`src/rtl/daq_capture_fifo_if.sv`:
```
// Analysis-side drain stream of the DAQ capture FIFO: head word, sequence tag, valid/ready.
interface daq_capture_fifo_if #(
   parameter int dw = 32
);
   logic          out_valid;
   logic          out_ready;
   logic [dw-1:0] out_data;
   logic [15:0]   out_seq;

   modport master (output out_valid, output out_data, output out_seq, input out_ready);
   modport slave  (input out_valid, input out_data, input out_seq, output out_ready);
endinterface

```
`src/rtl/daq_capture_fifo.sv`:
```
// Tracks Wishbone master transactions and captures read data with a sequence tag
// into a first-word-fall-through FIFO drained over a valid/ready stream.
//
// state | meaning
// IDLE  | waiting for start & enable
// WAIT  | start accepted, waiting for active to rise (timeout timer running)
// BUSY  | master busy; capture on active falling if the transaction is a read
module daq_capture_fifo #(
   parameter int dw      = 32,
   parameter int DEPTH   = 16,
   parameter int TIMEOUT = 255
) (
   input  logic                     wb_clk,
   input  logic                     wb_rst_n,
   input  logic                     enable,
   input  logic                     clear,
   input  logic                     start,
   input  logic                     write,
   input  logic                     active,
   input  logic [dw-1:0]            data_rd,
   daq_capture_fifo_if.master       out_if,
   output logic [$clog2(DEPTH):0]   count,
   output logic                     full,
   output logic                     overflow,
   output logic                     timeout,
   output logic [15:0]              drop_count
);
   localparam int AW = $clog2(DEPTH);
   localparam int TW = $clog2(TIMEOUT + 1);
   localparam logic [TW-1:0] TLOAD = TW'(TIMEOUT - 1);

   typedef enum logic [1:0] {IDLE, WAIT, BUSY} state_t;

   state_t        state, state_nx;
   logic          is_rd, is_rd_nx;
   logic [TW-1:0] timer, timer_nx;
   logic          to_hit;
   logic          push;

   logic [AW-1:0] wr_ptr, rd_ptr;
   logic [15:0]   seq;
   logic [dw+15:0] mem [DEPTH];
   logic          pop, push_ok, drop;

   always_ff @(posedge wb_clk or negedge wb_rst_n) begin
      if (!wb_rst_n) begin
         state <= IDLE;
         is_rd <= 1'b0;
         timer <= '0;
      end else if (clear) begin
         state <= IDLE;
         is_rd <= 1'b0;
         timer <= '0;
      end else begin
         state <= state_nx;
         is_rd <= is_rd_nx;
         timer <= timer_nx;
      end
   end

   // Timer counts down from TIMEOUT-1; reaching zero while still waiting is the timeout.
   always_comb begin
      state_nx = state;
      is_rd_nx = is_rd;
      timer_nx = timer;
      to_hit   = 1'b0;
      push     = 1'b0;
      case (state)
         IDLE: begin
            if (start && enable) begin
               is_rd_nx = ~write;
               timer_nx = TLOAD;
               state_nx = WAIT;
            end
         end
         WAIT: begin
            if (active) begin
               state_nx = BUSY;
            end else if (timer == '0) begin
               to_hit   = 1'b1;
               state_nx = IDLE;
            end else begin
               timer_nx = timer - 1'b1;
            end
         end
         BUSY: begin
            if (!active) begin
               push     = is_rd;
               state_nx = IDLE;
            end
         end
         default: state_nx = IDLE;
      endcase
   end

   assign full             = (count == ($clog2(DEPTH)+1)'(DEPTH));
   assign out_if.out_valid = (count != '0);
   assign out_if.out_data  = out_if.out_valid ? mem[rd_ptr][dw-1:0] : '0;
   assign out_if.out_seq   = out_if.out_valid ? mem[rd_ptr][dw+15:dw] : '0;

   // A pop on the same edge frees the slot, so a full FIFO still accepts the push.
   assign pop     = out_if.out_valid & out_if.out_ready;
   assign push_ok = push & (~full | pop);
   assign drop    = push & full & ~pop;

   always_ff @(posedge wb_clk or negedge wb_rst_n) begin
      if (!wb_rst_n) begin
         wr_ptr     <= '0;
         rd_ptr     <= '0;
         count      <= '0;
         seq        <= '0;
         overflow   <= 1'b0;
         timeout    <= 1'b0;
         drop_count <= '0;
      end else if (clear) begin
         wr_ptr     <= '0;
         rd_ptr     <= '0;
         count      <= '0;
         seq        <= '0;
         overflow   <= 1'b0;
         timeout    <= 1'b0;
         drop_count <= '0;
      end else begin
         if (push_ok) begin
            wr_ptr <= wr_ptr + 1'b1;
            seq    <= seq + 1'b1;
         end
         if (pop) rd_ptr <= rd_ptr + 1'b1;
         case ({push_ok, pop})
            2'b10:   count <= count + 1'b1;
            2'b01:   count <= count - 1'b1;
            default: count <= count;
         endcase
         if (drop) begin
            overflow <= 1'b1;
            if (drop_count != 16'hFFFF) drop_count <= drop_count + 1'b1;
         end
         if (to_hit) timeout <= 1'b1;
      end
   end

   always_ff @(posedge wb_clk) begin
      if (push_ok && !clear) mem[wr_ptr] <= {seq, data_rd};
   end
endmodule

```
`src/flat_wrapper.sv`:
```
// flat-port wrapper written by rule: the top's interface ports become plain ports
module daq_capture_fifo_flat 
#(
   parameter int dw      = 32,
   parameter int DEPTH   = 16,
   parameter int TIMEOUT = 255
)
  (wb_clk, wb_rst_n, enable, clear, start, write, active, data_rd, count, full, overflow, timeout, drop_count, out_if_out_valid, out_if_out_data, out_if_out_seq, out_if_out_ready);
  daq_capture_fifo_if #(.dw(dw)) out_if_i ();
  input  logic wb_clk;
  input  logic wb_rst_n;
  input  logic enable;
  input  logic clear;
  input  logic start;
  input  logic write;
  input  logic active;
  input  logic [dw-1:0] data_rd;
  output logic [$clog2(DEPTH):0] count;
  output logic full;
  output logic overflow;
  output logic timeout;
  output logic [15:0] drop_count;
  output wire logic [$bits(out_if_i.out_valid)-1:0] out_if_out_valid;
  output wire logic [$bits(out_if_i.out_data)-1:0] out_if_out_data;
  output wire logic [$bits(out_if_i.out_seq)-1:0] out_if_out_seq;
  input wire logic [$bits(out_if_i.out_ready)-1:0] out_if_out_ready;
  assign out_if_out_valid = out_if_i.out_valid;
  assign out_if_out_data = out_if_i.out_data;
  assign out_if_out_seq = out_if_i.out_seq;
  assign out_if_i.out_ready = out_if_out_ready;
  daq_capture_fifo #(.dw(dw), .DEPTH(DEPTH), .TIMEOUT(TIMEOUT)) u_core (.wb_clk(wb_clk), .wb_rst_n(wb_rst_n), .enable(enable), .clear(clear), .start(start), .write(write), .active(active), .data_rd(data_rd), .out_if(out_if_i), .count(count), .full(full), .overflow(overflow), .timeout(timeout), .drop_count(drop_count));
endmodule
```
`config.mk`:
```
export PLATFORM = sky130hd
export DESIGN_NAME = daq_capture_fifo_flat
export DESIGN_NICKNAME = d
export VERILOG_FILES = /design/src/rtl/daq_capture_fifo_if.sv /design/src/rtl/daq_capture_fifo.sv /design/src/flat_wrapper.sv
export SDC_FILE = /design/constraint.sdc
export NUM_CORES = 1
export LEC_CHECK = 0
export BUFFER_PORTS_ARGS = -buffer_cell sky130_fd_sc_hd__buf_2
export CORE_MARGIN = 1.5
export CORE_UTILIZATION = 65
export CTS_CLUSTER_DIAMETER = 100
export DETAILED_ROUTE_END_ITERATION = 7
export PLACE_DENSITY = 0.83
export SLEW_MARGIN = 20
export SYNTH_ARGS = -nofsm -noshare
export SYNTH_HDL_FRONTEND = slang
export SYNTH_SLANG_ARGS = --single-unit
```
`constraint.sdc`:
```
create_clock -name wb_clk -period 10.8 [get_ports wb_clk]
set_input_delay 0 -clock wb_clk [delete_from_list [all_inputs] [get_ports wb_clk]]
set_output_delay 0 -clock wb_clk [all_outputs]
set_load 0.02 [all_outputs]
```
# Word-level counts from Yosys, hierarchy flattened
# Memories as Yosys holds them, arrays and structs flattened.
# Index checks and enable logic that the tools add are counted.
[word_totals]
word_cells = 94
out_inout_bits = 73
in_bits = 40
mem_count = 1
ramBits = 768
regBits = 58
[mem_list]
columns = ["name", "words", "width", "rd", "rd_ports_with_merged_regs", "write_ports", "line", "source"]
rows = [
  ["u_core.mem", 16, 48, 1, 0, 1, "daq_capture_fifo.sv:42", "logic [dw+15:0] mem [DEPTH];"],
]
[op_classes]
n_eq_ne = 11
bitwise = 8
muxes = 38
n_reduce_logical = 19
add_sub_neg = 7
[ops]
columns = ["operator", "n"]
rows = [
  ["$mux W16", 6],
  ["$add A16 B1 Y16 const B", 2],
  ["$mux W32", 1],
  ["$mux W8", 4],
  ["$mux W4", 4],
  ["$ne A16 B16 Y1 const B", 1],
  ["$pmux W8 S2", 1],
  ["$mux W1", 14],
  ["$reduce_bool A2 Y1", 7],
  ["$mux W2", 5],
  ["$pmux W5 S2", 1],
  ["$ne A3 B3 Y1 const B", 3],
  ["$add A4 B1 Y4 const B", 2],
  ["$logic_not A8 Y1", 1],
  ["$sub A8 B1 Y8 const B", 1],
  ["$pmux W2 S3", 1],
  ["$reduce_bool A3 Y1", 2],
  ["$add A5 B1 Y5 const B", 1],
  ["$eq A5 B5 Y1 const B", 1],
  ["$mux W5", 1],
  ["$reduce_bool A5 Y1", 1],
  ["$sub A5 B1 Y5 const B", 1],
  ["$and A1 B1 Y1", 4],
  ["$eq A2 B1 Y1 const B", 2],
  ["11 further kinds", 16],
]

# Longest topological paths before layout
# Gate-level depths: netlist of the first run.
[depth]
ltp_word = 7
mapped_depth = 10
depth_no_buf = 9

# Worst setup path after synthesis of the first run
# OpenSTA, ideal clock, no wires.
[synth_timing]
path_kind = "register to register"
from = "register u_core.state[0]"
to = "memory u_core.mem[11][0] (netlist bit), enable pin"
path_stages_with_launch = 7
arrival_time_ps = 3374
setup_ps = 454
t_required_ps = 10346
slack_ps = 6972
path_cell_list = "dfrtp_1 -> nand4bb_1 -> buf_2 -> a21oi_1 -> buf_2 -> nand2_1 -> nor2_1"
[synth_between]
elab_chain_len = 6
[synth_rtl]
columns = ["item", "line", "source"]
rows = [
  ["start: declaration", "daq_capture_fifo.sv:34", "state_t state, state_nx;"],
  ["start signal: assignment", "daq_capture_fifo.sv:55", "state <= state_nx;"],
  ["$eq A2 B2 Y1", "daq_capture_fifo.sv:68", "case (state)"],
  ["$mux W1", "daq_capture_fifo.sv:68", ""],
  ["$and A1 B1 Y1", "daq_capture_fifo.sv:103", "assign push_ok = push & (~full | pop);"],
  ["$logic_and A1 B1 Y1", "daq_capture_fifo.sv:143", "if (push_ok && !clear) mem[wr_ptr] <= {seq, data_rd};"],
  ["$mux W1", "daq_capture_fifo.sv:143", ""],
  ["$mux W1 (not written as such)", "daq_capture_fifo.sv:143", ""],
  ["end: declaration", "daq_capture_fifo.sv:42", ""],
]
# Every way passes these cells.

# Worst setup path in the final report of the first run
[layout_timing]
from = "register u_core.rd_ptr[0]"
to = "output out_if_out_seq[1]"
[layout_between]
elab_chain_len = 2
[layout_rtl]
columns = ["item", "line", "source"]
rows = [
  ["start: declaration", "daq_capture_fifo.sv:40", "logic [AW-1:0] wr_ptr, rd_ptr;"],
  ["start signal: assignment", "daq_capture_fifo.sv:128", "if (pop) rd_ptr <= rd_ptr + 1'b1;"],
  ["$mem_v2 Z16 W48", "--", ""],
  ["$mux W16", "daq_capture_fifo.sv:99", "assign out_if.out_seq = out_if.out_valid ? mem[rd_ptr][dw+15:dw] : '0;"],
  ["end: declaration", "flat_wrapper.sv:25", "output wire logic [$bits(out_if_i.out_seq)-1:0] out_if_out_seq;"],
]
# Every way passes these cells.

==> qor.csv, run 1 <==
stage,metric,value,unit
route,first_pass_iters,6,
synthesis,synth_flop_cell,edfxtp_1,
cts,post_cts_buffers,0,
synthesis,yosysWarningCount,0,
flow_run,drv_cap,0,
power,seqPwrFrac,0.459,
worst_setup_path,r2r_setup_slack,7.27,ns
worst_setup_path,crit_path_end_kind,output port,
worst_setup_path,worstSetupStartpointType,flop,
cells_and_area,num_antenna_cells,0,
cts,numCtsBuffers,78,
global_route,grt_first_pass_wirelength,114000,um
power,p_clk_frac,0.351,
timing,worst_slew_pin_slew,1.14,ns
cts,clockBufferDepth,3,
cts,clk-insertion-delay-late,0.64,ns
die,start_util,0.659,
global_route,grt_max_degree,125,
global_route,antenna_found_initial,2,
timing,slew_violations,0,
placement,portBuffers,112,
die,chipHeight,226,um
placement,dp.final_hpwl,34100,um
worst_setup_path,required,10.80,ns
power,total_power,0.00782,W
power,power.internal,0.00569,W
global_route,grt_pass1_vias,17400,
synthesis,synth_cells,1527,
synthesis,synth_area_per_cell,21.2,um^2
global_route,grt_use_total,0.313,
worst_setup_path,worstSetupPathType,flop to output port,
route,vias,16900,
synthesis,yosysTopAreaCell,edfxtp_1,
route,wl_per_cell,31.6,um
placement,postPlaceCellArea,33600,um^2
synthesis,synth_top_area_share,0.713,
cts,clk_pin_slew,0.07,ns
timing,setup_tns,0,ns
route,drt_wl_total,76900,um
timing,relSlewSlack,0.240,
hold_path,hold_class,input pin to flop,
worst_setup_path,cp-startpoint,u_core.rd_ptr[0]$_DFFE_PN0P_,
synthesis,synth_seq_cells,826,
timing,clock_skew,0.0277,ns
worst_setup_path,rr_worst_depth,7,
synthesis,synthTopCellsByArea,"edfxtp_1, mux4_2, dfrtp_1",
power,ir_drop,0.170,mV
timing,period_minus_slack,3.94,ns
die,core,49100,um^2
cells_and_area,design_area,36500,um^2
power,powerDensity,214,nW/um^2
cts,h-tree-depth,3,
placement,place_congestion,0.796,
cells_and_area,drive_gt1_frac,0.271,
cells_and_area,area_delta_synth_final,13.0,%
die,rows,81,
cells_and_area,final_cell_mix,"edfxtp_1, mux4_2, buf_2",
route,drc,0,
power,switching_power,0.00213,W
route,vias_per_cell,6.96,
route,antenna_left,0,
die,ios,113,
die,dieArea,51100,um^2
cts,clock-sinks,826,
worst_setup_path,crit_fanout,49,
synthesis,syn_nets,1579,
timing,fin_crit_sh,0.365,
cells_and_area,fin_nets,1756,
power,p_sw_frac,0.272,
cts,clk_root_buffer_cell,clkbuf_16,
worst_setup_path,critical_path_arrival,3.94,ns
timing,fmax,0.254,GHz
timing,rsz0062_at_grt,no,
timing,setup_viol,0,
synthesis,yosysSeqAreaShare,0.758,
synthesis,synth.distinct_cells,59,
synthesis,synth_edf_count,768,
run_status,status,"finished, final reports clean",
worst_setup_path,worstReg2RegStart,u_core.state[0]$_DFFE_PN0P_,
timing,finalWorstSetupSlack,6.86,ns
synthesis,ys_async_sr_fraction,0.0702,
die,die_w,226,um
cts,cts_tree,yes,
placement,dp_slack,7.33,ns
timing,hold_viol,0,
worst_setup_path,cp-endpoint,out_if_out_seq[1],
power,combPwrFrac,0.190,
global_route,grt_overflow,0,
route,drtIter0Drc,2237,
synthesis,syn_area,32300,um^2
worst_setup_path,reg2reg_to,u_core.mem[13][17]$_DFFE_PP_,
cells_and_area,final_common_cell,edfxtp_1,
timing,hold_ws,0.0177,ns
power,p_leak,11.7,nW
[cell usage after synthesis (2+ instances only)]
master	number
edfxtp_1	768
mux4_2	192
mux2i_1	100
dfrtp_1	58
nor2_1	56
o22ai_1	48
clkbuf_1	40
buf_2	29
xor2_1	24
and3_1	21
nand3_1	21
a21oi_1	14
nand2_1	14
ha_1	11
nor3_1	10
xnor2_1	10
buf_1	9
inv_1	9
nand4_1	6
o211ai_1	6
a211oi_1	5
and2_1	5
mux2_2	5
nand2b_1	5
nor2b_1	5
o21ai_0	5
or3_1	5
a311oi_1	4
and4_1	4
nor3b_1	4
nor4_1	4
a31oi_1	2
nand3b_1	2
[worst max-delay path, stage by stage (launching register included)]
cell,delay (ns)
dfrtp_4,1.04
buf_4,0.91
mux4_2,0.64
mux2i_1,0.20
o22ai_1,0.17
buf_2,0.25
[power by group through the flow]
stage / sequential, W / clock [W] / combinational (W)
2_1_floorplan: 0.00358 / 0 / 0.00110
3_3_place_gp: 0.00366 / 0 / 0.00141
3_5_place_dp: 0.00366 / 0 / 0.00143
4_1_cts: 0.00359 / 0.00276 / 0.00149
5_1_grt: 0.00359 / 0.00287 / 0.00157
6_report: 0.00359 / 0.00274 / 0.00149
[worst min path at each step]
stage,cells past startpoint,to,startpoint,slack [ns]
2_1_floorplan,0,u_core.count[0]$_DFFE_PN0P_,wb_rst_n,-0.30
3_3_place_gp,2,u_core.is_rd$_DFFE_PN0P_,write,0.18
3_5_place_dp,2,u_core.is_rd$_DFFE_PN0P_,write,0.18
4_1_cts,3,u_core.seq[4]$_DFFE_PN0P_,clear,0.008
5_1_grt,3,u_core.seq[11]$_DFFE_PN0P_,clear,0.07
6_report,3,u_core.overflow$_DFFE_PN0P_,clear,0.02
[stage by stage]
step / util / std cells
after CTS: 0.745 / 2431
after floorplan: - / 1527
after global routing: 0.745 / 2431
after global placement: 0.686 / 2249
final: 0.745 / 2431
after detailed placement: 0.686 / 2249
[logic make-up after synthesis]
kind of cell               after synthesis  synth area share
buffers and inverters                   88            0.0116
adders and majority gates               12           0.00488
DFF                                    826             0.758
muxes                                  297             0.166
xor gates and xnor gates                34           0.00921
and+or+nand+nor                        174            0.0289
AOI/OAI and AO/OA                       96            0.0208
[area by class of cell]
type	instances	area (um^2)
Sequential cell	826	24500
Fill cell	2531	12500
Multi-Input combinational cell	613	7480
Clock buffer	102	2140
Timing Repair Buffer	176	1150
Tap cell	664	831
Clock inverter	41	377
Inverter	9	33.8
[registers in the layout, summed over array words and instances, names as in the netlist]
signal,flops
u_core.is_rd,1
u_core.drop_count,16
u_core.mem,768
u_core.overflow,1
u_core.seq,16
u_core.wr_ptr,4
u_core.rd_ptr,4
u_core.state,2
u_core.timer,8
u_core.count,5
u_core.timeout,1
[timing repair]
item / CTS / global route
endpoints found under the setup margin: 0 / 0
resized for setup: 0 / 0
hold buffers: 39 / 0
endpoints found under the hold margin: 584 / 0
[metal layers]
metal / vias up / track usage / part of all wire
met5: - / 0 / 0.00033
met4: 4 / 0.122 / 0.035
met3: 199 / 0.0589 / 0.094
met2: 1166 / 0.512 / 0.50
met1: 8862 / 0.427 / 0.37
li1: 6698 / - / -
No activity file was read; power rests on OpenSTA's default activity.
==> run 2, diff against run 1 <==
--- a/config.mk
+++ b/config.mk
@@ -7,10 +7,10 @@
 export LEC_CHECK = 0
 export BUFFER_PORTS_ARGS = -buffer_cell sky130_fd_sc_hd__buf_2
 export CORE_MARGIN = 1.5
-export CORE_UTILIZATION = 65
+export CORE_UTILIZATION = 56
 export CTS_CLUSTER_DIAMETER = 100
 export DETAILED_ROUTE_END_ITERATION = 7
-export PLACE_DENSITY = 0.83
+export PLACE_DENSITY = 0.76
 export SLEW_MARGIN = 20
 export SYNTH_ARGS = -nofsm -noshare
 export SYNTH_HDL_FRONTEND = slang
==> constraint.sdc (replaced) <==
create_clock -name wb_clk -period 3.3 [get_ports wb_clk]
set_input_delay 0 -clock wb_clk [delete_from_list [all_inputs] [get_ports wb_clk]]
set_output_delay 0 -clock wb_clk [all_outputs]
set_load 0.02 [all_outputs]
==> run 2 against run 1 <==
  * Non-clock buffer count is 32 higher
  * Die area is 16% higher
  * Sequential share of layout area is 1.6 points lower
  * Global-route usage is 7.3 points lower
  * Largest power group unchanged
  * Critical endpoint is now out_if_out_seq[3]
==> qor.csv, run 2 (synthesis results as in run 1) <==
stage,metric,value,unit,change
worst_setup_path,crit_path_end_kind,output port,,
cts,clk-insertion-delay-late,0.63,ns,about the same
timing,rsz0062_at_grt,no,,
timing,slew_violations,0,,unchanged
timing,setup_tns,0,ns,unchanged
global_route,grt_first_pass_wirelength,106000,um,-7.1%
die,chipHeight,243,um,+7.6%
timing,period_minus_slack,3.11,ns,
worst_setup_path,crit_fanout,20,,-59%
route,wl_per_cell,27.2,um,-14%
placement,dp_slack,0.463,ns,-6.87 ns
route,drc,0,,unchanged
flow_run,drv_cap,0,,unchanged
route,drtIter0Drc,1838,,-18%
power,powerDensity,697,nW/um^2,+230%
cells_and_area,largest_registers,"u_core.mem (768), u_core.drop_count (16), u_core.seq (16)",,
cells_and_area,fin_nets,1793,,+2.1%
cts,numCtsBuffers,82,,+5.1%
timing,finalWorstSetupSlack,0.185,ns,-6.67 ns
worst_setup_path,required,3.30,ns,-7.50 ns
hold_path,hold_class,input pin to flop,,
global_route,grt_max_degree,62,,-50%
cells_and_area,fin_cells,2560,,+5.3%
power,total_power,0.0261,W,+230%
placement,place_congestion,0.823,,+3.3%
timing,relSlewSlack,0.557,,+0.318
cells_and_area,final_common_cell,edfxtp_1,,
global_route,grt_pass1_vias,17000,,-2.7%
route,vias_per_cell,6.28,,-9.8%
die,die_w,243,um,+7.6%
die,start_util,0.570,,-0.0890
worst_setup_path,worstSetupStartpointType,flop,,
cells_and_area,largest_reg_flops,768,,unchanged
run_status,status,"finished, final reports clean",,
placement,dp.cells,2373,,+5.5%
die,dieArea,59200,um^2,+16%
timing,clock_skew,0.0213,ns,-0.00643 ns
worst_setup_path,worstSetupPathType,flop to output port,,
die,core,56700,um^2,+16%
power,p_leak,12.1,nW,+3.7%
cells_and_area,num_antenna_cells,0,,unchanged
timing,hold_viol,0,,unchanged
cells_and_area,final_cell_mix,"edfxtp_1, mux4_2, buf_2",,
cells_and_area,regMostFlops,u_core.mem,,
route,vias,16100,,-5.0%
placement,portBuffers,112,,unchanged
die,ios,113,,unchanged
cts,h-tree-depth,3,,unchanged
global_route,antenna_found_initial,1,,-1
worst_setup_path,r2r_setup_slack,0.48,ns,-6.79 ns
cts,clockBufferDepth,3,,unchanged
cells_and_area,area_delta_synth_final,15.8,%,
global_route,grt_use_total,0.241,,-0.0729
route,antenna_left,0,,unchanged
timing,hold_ws,0.0450,ns,+0.0273 ns
cts,clk_pin_slew,0.06,ns,about the same
cts,clock-sinks,826,,unchanged
timing,setup_viol,0,,unchanged
cells_and_area,drive_gt1_frac,0.289,,+0.0177
cts,clk_root_buffer_cell,clkbuf_16,,
die,rows,87,,+7.4%
placement,dp.final_hpwl,37300,um,+9.1%
timing,fin_crit_sh,0.944,,
global_route,grt_overflow,0,,unchanged
timing,fmax,0.321,GHz,
route,drt_wl_total,69600,um,-9.5%
power,ir_drop,0.491,mV,+190%
cts,cts_tree,yes,,
timing,worst_slew_pin_slew,0.664,ns,-0.476 ns
route,first_pass_iters,5,,-1
worst_setup_path,critical_path_arrival,3.11,ns,-0.83 ns
-- run 2: critical path: stages, from the launching register on --
cell and delay, ns:
dfrtp_1 0.46, nor4_4 0.56, nand2b_2 0.35, nand2_4 0.41, buf_4 0.34, o22ai_1 0.15
buf_2 0.21
-- run 2: routing by layer --
metal	up-vias	wire length, um	global-route usage	part of all wire
met2	694	35400	0.402	0.51
met1	8506	27700	0.328	0.40
met4	2	1400	0.0685	0.020
met5	-	17	0	0.00024
met3	98	5030	0.0438	0.072
li1	6788	-	-	-
-- run 2: metrics by stage --
stage          utilization  area (um^2)
2_1_floorplan            -        32300
3_3_place_gp         0.604        34300
3_5_place_dp         0.604        34300
4_1_cts              0.660        37400
5_1_grt              0.660        37400
6_report             0.660        37400
-- run 2: final timing paths --
path                                                  start                                to  cells after the start
worst min-delay path                                  clear      u_core.wr_ptr[1]$_DFFE_PN0P_                      3
min in group asynchronous                          wb_rst_n  u_core.drop_count[9]$_DFFE_PN0P_                      3
worst max register to register  u_core.count[1]$_DFFE_PN0P_       u_core.count[3]$_DFFE_PN0P_                      9
max in group asynchronous                          wb_rst_n         u_core.seq[9]$_DFFE_PN0P_                      4
worst max-delay path            u_core.count[1]$_DFFE_PN0P_                 out_if_out_seq[3]                      6
worst min register to register  u_core.overflow$_DFFE_PN0P_       u_core.overflow$_DFFE_PN0P_                      2
-- run 2: cell type report --
class                      instances  area, um^2
tap                              756         946
inverter                           9        33.8
sequential                       826       24500
fill                            3463       19300
clock inverter                    51         644
timing repair buffer             208        1680
multi-input combinational        614        7510
clock buffer                      96        2100
-- run 2: what timing repair did --
item | CTS | global route
endpoints found under the hold margin | 571 | 43
gates resized for setup | 2 | 1
cloned | 0 | 1
setup buffers | 0 | 0
hold buffers | 38 | 1
setup endpoints to repair | 11 | 9
-- run 2: where the power goes --
group | switching [W] | internal (W) | leakage [nW]
clock | 0.00391 | 0.00555 | 1.34
combinational | 0.00281 | 0.00224 | 2.96
sequential | 0.000161 | 0.0114 | 7.84
